[config.mk]
export PLATFORM = sky130hd
export DESIGN_NAME = mem_wb_stage
export DESIGN_NICKNAME = d
export VERILOG_FILES = /design/src/rtl/pipe_pkg.sv /design/src/rtl/data_mem.sv /design/src/rtl/mem_wb_stage.sv
export SDC_FILE = /design/constraint.sdc
export NUM_CORES = 2
export LEC_CHECK = 0
export BUFFER_PORTS_ARGS = -buffer_cell sky130_fd_sc_hd__clkbuf_2
export CAP_MARGIN = 40
export CORE_MARGIN = 5
export CORE_UTILIZATION = 25
export DETAILED_ROUTE_END_ITERATION = 10
export PLACE_DENSITY = 0.37
export SLEW_MARGIN = 20
export SYNTH_ARGS = -nofsm -noshare
export SYNTH_HDL_FRONTEND = slang
export SYNTH_SLANG_ARGS = --single-unit
[constraint.sdc]
create_clock -name clk -period 2.4 [get_ports clk]
set_input_delay 0.36 -clock clk [delete_from_list [all_inputs] [get_ports clk]]
set_output_delay 0.36 -clock clk [all_outputs]
set_load 0.02 [all_outputs]
[src/rtl/pipe_pkg.sv]
`default_nettype none
// ============================================================================
// Module   : pipe_pkg
// Brief    : Shared widths, MEM-stage state encoding and helpers for the pipeline.
// Revision : 1.0 - initial release
// ============================================================================
package pipe_pkg;

    localparam int DATA_W = 8;
    localparam int REG_W  = 3;

    typedef enum logic [0:0] {
        IDLE      = 1'b0,
        LOAD_WAIT = 1'b1
    } mem_state_t;

    function automatic logic [7:0] sat_inc8(input logic [7:0] v);
        return (v == 8'hFF) ? v : v + 8'd1;
    endfunction

endpackage
`default_nettype wire

[src/rtl/data_mem.sv]
`default_nettype none
// ============================================================================
// Module   : data_mem
// Brief    : Byte-wide data memory, one write port and one read port.
//            MEM_SYNC_READ_EN selects a registered read port (else async read).
// Revision : 1.0 - initial release
// ============================================================================
module data_mem
    import pipe_pkg::*;
#(
    parameter int DMEM_DEPTH = 256
)
(
    input  logic              clk,
    input  logic              we,
    input  logic [DATA_W-1:0] waddr,
    input  logic [DATA_W-1:0] wdata,
    input  logic [DATA_W-1:0] raddr,
    output logic [DATA_W-1:0] rdata
);

    localparam int c_addr_w = (DMEM_DEPTH > 1) ? $clog2(DMEM_DEPTH) : 1;

    logic [DATA_W-1:0]   r_mem [DMEM_DEPTH];
    logic [c_addr_w-1:0] w_waddr;
    logic [c_addr_w-1:0] w_raddr;

    // Out-of-range addresses fold back into the array
    assign w_waddr = c_addr_w'(32'(waddr) % DMEM_DEPTH);
    assign w_raddr = c_addr_w'(32'(raddr) % DMEM_DEPTH);

    always_ff @(posedge clk) begin
        if (we) begin
            r_mem[w_waddr] <= wdata;
        end
    end

`ifdef MEM_SYNC_READ_EN
    logic [DATA_W-1:0] r_rdata;

    always_ff @(posedge clk) begin
        r_rdata <= r_mem[w_raddr];
    end

    assign rdata = r_rdata;
`else
    assign rdata = r_mem[w_raddr];
`endif

endmodule
`default_nettype wire

[src/rtl/mem_wb_stage.sv]
`default_nettype none
// ============================================================================
// Module   : mem_wb_stage
// Brief    : MEM/WB pipeline stage with data memory. MEM_SYNC_READ_EN selects
//            a sync-read memory with a one-cycle load stall (default: async).
// Revision : 1.0 - initial release
// ============================================================================
module mem_wb_stage
    import pipe_pkg::*;
#(
    parameter int DMEM_DEPTH = 256
)
(
    input  logic              clk,
    input  logic              rst_n,
    input  logic              write_mem_i,
    input  logic              read_mem_i,
    input  logic              write_reg_i,
    input  logic [DATA_W-1:0] aluOut_i,
    input  logic [DATA_W-1:0] data2_i,
    input  logic [REG_W-1:0]  regD_i,
    input  logic              flush_i,
    output logic              stall_o,
    output logic              write_reg_o,
    output logic [REG_W-1:0]  regD_o,
    output logic [DATA_W-1:0] wbData_o,
    output logic [7:0]        stallCnt_o
);

    logic              w_store;
    logic              w_load;
    logic              w_both;
    logic [DATA_W-1:0] w_rdata;

    assign w_store = write_mem_i && !flush_i;
    assign w_load  = read_mem_i && !write_mem_i && !flush_i;
    assign w_both  = read_mem_i && write_mem_i;

    data_mem #(
        .DMEM_DEPTH (DMEM_DEPTH)
    ) u_data_mem (
        .clk   (clk),
        .we    (w_store),
        .waddr (aluOut_i),
        .wdata (data2_i),
        .raddr (aluOut_i),
        .rdata (w_rdata)
    );

`ifdef MEM_SYNC_READ_EN
    mem_state_t r_state;
    logic [7:0] r_stall_cnt;
    logic       w_stall;

    // Gated by rst_n so the stall drops the instant reset asserts
    assign w_stall = rst_n && (r_state == IDLE) && w_load;

    always_ff @(posedge clk or negedge rst_n) begin
        if (!rst_n) begin
            r_state     <= IDLE;
            write_reg_o <= 1'b0;
            regD_o      <= '0;
            wbData_o    <= '0;
            r_stall_cnt <= 8'd0;
        end else begin
            if (w_stall) begin
                r_stall_cnt <= sat_inc8(r_stall_cnt);
            end
            if (flush_i) begin
                r_state     <= IDLE;
                write_reg_o <= 1'b0;
                regD_o      <= '0;
                wbData_o    <= '0;
            end else if (r_state == LOAD_WAIT) begin
                r_state     <= IDLE;
                write_reg_o <= write_reg_i;
                regD_o      <= regD_i;
                wbData_o    <= w_rdata;
            end else if (w_load) begin
                r_state     <= LOAD_WAIT;
                write_reg_o <= 1'b0;
                regD_o      <= '0;
                wbData_o    <= '0;
            end else begin
                write_reg_o <= write_reg_i && !w_both;
                regD_o      <= regD_i;
                wbData_o    <= aluOut_i;
            end
        end
    end

    assign stall_o    = w_stall;
    assign stallCnt_o = r_stall_cnt;
`else
    always_ff @(posedge clk or negedge rst_n) begin
        if (!rst_n) begin
            write_reg_o <= 1'b0;
            regD_o      <= '0;
            wbData_o    <= '0;
        end else if (flush_i) begin
            write_reg_o <= 1'b0;
            regD_o      <= '0;
            wbData_o    <= '0;
        end else begin
            write_reg_o <= write_reg_i && !w_both;
            regD_o      <= regD_i;
            wbData_o    <= w_load ? w_rdata : aluOut_i;
        end
    end

    assign stall_o    = 1'b0;
    assign stallCnt_o = 8'd0;
`endif

endmodule
`default_nettype wire

==> metrics.txt <==
Critical path origin=u_data_mem.r_mem[19][1]; # setup viols final=3; max_slew headroom=0.466; CTS root buf=clkbuf_16; post-route ant nets=0; RR Startpoint=u_data_mem.r_mem[19][1]; min cycle time layout=around 2.6 ns; Worst EP required=between 3 and 4 ns; Post-Synth Adder-Cell Area=0; Storage cell area=~60000 um2; layout cells sized above 1=0.428; run status=finished with violations; Worst-path clk slew=around 0.060 ns; Num CTS Buffers=230; slew of the pin with the lowest slew margin=0.798 ns; simple logic cell fraction of the synthesized area=0.0257; Yosys reg bits=about 2100; hold_sp=aluOut_i[7]; number of global-route vias before repair=approximately 43000; fmax=just under 0.4 GHz; filler cell count=30486; # rows=between 200 and 250; Synth async-reset ratio=0.00583; XOR/XNOR share of the synthesized area=0; Die Width=~580 um; Synth Area in Compound Gates=0.0193; die height=between 500 and 600 um; Core Region=between 300000 and 400000 um2; Mapped Cells=3667; DIE AREA=332000 um2; Max Fanout on Critical Path=1; pin count of the biggest net entering global routing=about 110; Final period util=1.08; Synth cell types=58; WS Path Type=reg2reg; Via density=around 4.5; sequential element share of the synthesized area=0.770; CTS Sinks=roughly 2000; crit path capture type=flip-flop; Critical Path AT=between 3 and 4 ns; routability cong.=approximately 0.78; max-slew violations=0; Hold Vio Cnt, Final=0; io pins=46; RSZ-0062 raised after global routing=true; HPWL Detailed=approximately 170 mm; initial core utilization=0.251; Vias=~40000; Multi-input gate area=18900 um2; first-pass GRT wire length=351 mm; largest family of logic cells by synthesized area=multiplexers; worst vdd ir=between 0.5 and 0.6 mV; I/O Buffers=36; setup slack after layout=-0.202 ns; Worst Skew=between 0.08 and 0.09 ns; TritonCTS clock tree=done; leakage=between 0.03 and 0.04 uW; post-DR wirelength/cell=27.7 um; Routed WL=251 mm; nets@finish=about 4600; post-synth top area cell=edfxtp_1; H-tree levels=4; Area Growth Syn to Fin=29.7%; GR Util All Layers=0.149; initial antenna violation count=11; Starting DRT DRC Count=3309; post-synth top area share=0.766; synth warn=0; max_cap viols=0; Finished Cell Area=104000 um2; # DRC=0; CP Launch Type=flip-flop; top post-synthesis cells by area=edfxtp_1 77%, mux4_2 14%, mux2i_1 1.6%, nor2_1 1.4%, mux4_1 1.1%; count of flip-flops with a built-in enable after synthesis=2048; Post-Syn Area=roughly 80000 um2; GR Overflow Total=0; First-pass DRT Iterations=5; mux contribution to synthesized area=0.166; Placement Cell Area=slightly below 100000 um2; clk_lat worst skew=0.92 ns; setup_tns=-0.357 ns; Hold Crit Class=in2reg; CTS max path bufs=4; failing checks=setup timing; Synth Flop Type=edfxtp_1; Power Dens Cells=approximately 750 nW/um2; syn avg cell area=between 20 and 25 um2
[cells in the final DEF, fill, tap and decap left out, drive strengths merged, types with 10 or more instances in the layout]
cell type / n
nand3: 29
a21oi: 29
edfxtp: 2048
o21ai: 27
mux2: 13
dlygate4sd3: 21
clkbuf: 304
bufinv: 14
clkinv: 106
nor2b: 21
o22ai: 28
inv: 11
a311oi: 10
mux4: 522
buf: 835
dfrtp: 12
nor3: 10
nand2: 87
a22oi: 71
nor2: 298
mux2i: 131
[timing repair]
item | 4_1_cts | 5_1_grt
gates resized for setup | 70 | 21
endpoints found under the setup margin | 7 | 8
hold buffers | 21 | 0
hold endpoints to repair | 292 | 0
buffers inserted | 0 | 0
pin swaps | 18 | 13
cloned | 0 | 0
[synthesized netlist by cell type, drive strengths merged (7+ instances only)]
library cell	instances
a21oi	29
a22oi	71
a311oi	10
a31oi	7
and3	9
buf	162
clkbuf	61
dfrtp	12
edfxtp	2048
mux2	13
mux2i	131
mux4	522
nand2	87
nand3	29
nand4	9
nor2	298
nor2b	21
nor3	10
o2111ai	7
o211ai	8
o21ai	27
o221ai	9
o22ai	28
[kinds of logic after synthesis]
logic type	count (synthesis)
flops	2060
mux	666
simple gates	488
buf+inv	229
compound gates	223
other cells	1
[area by class of cell]
cell class	count	area share
sequential	2060	0.594
clock buffer	281	0.0574
timing repair buffer	879	0.105
clock inverter	129	0.00977
antenna	7	0.000168
multi-input combinational	1386	0.182
tap	4305	0.0518
inverter	6	0.000240
[final timing paths]
kind / end / slack, ns / cells past startpoint
setup / recovery: wbData_o[1] / -0.20 / 7
hold / removal: wbData_o[1] / 0.15 / 4
setup reg to reg: wbData_o[1] / -0.20 / 7
hold reg to reg: wbData_o[6] / 1.14 / 7
max in group asynchronous: wbData_o[0] / 1.46 / 4
min in group asynchronous: write_reg_o / 0.52 / 3
[worst max-delay path, cell delays in order (launching register included)]
cell and delay [ns]:
edfxtp_1 0.40, mux4_2 0.49, mux4_2 0.55, nor2b_1 0.20
a31oi_2 0.21, buf_4 0.16, nand4_1 0.18, a221o_1 0.37
[through the flow]
step	std cells	worst slack [ns]	util	hold WS, ns	total power (uW)
floorplan	3675	-0.124	-	0.0644	42500
global placement	8616	-1.42	0.301	0.325	45100
detailed placement	8617	-1.24	0.301	0.327	45100
CTS	9046	-0.313	0.325	0.0968	79100
global route	9047	-0.243	0.325	0.113	80800
finish	9053	-0.202	0.325	0.151	77800
[state kept, by name, summed over array words and instances, names as in the netlist]
register and flops:
u_data_mem.r_mem 2048, write_reg_o 1, regD_o 3, wbData_o 8
[power by group]
part	leakage (uW)	internal [uW]	total (uW)	switching, uW
logic	0.0110	1910	4720	2810
registers	0.0186	39600	39600	25.3
clock network	0.00344	19100	33500	14400
[layer usage]
metal  part of all wire  global-route usage  routed length (um)
met1               0.47               0.215              117000
met2               0.47               0.240              119000
met3              0.038              0.0223                9590
met4              0.020              0.0288                4990
met5                  0                   0                   0
(Power assumes the default switching activity.)
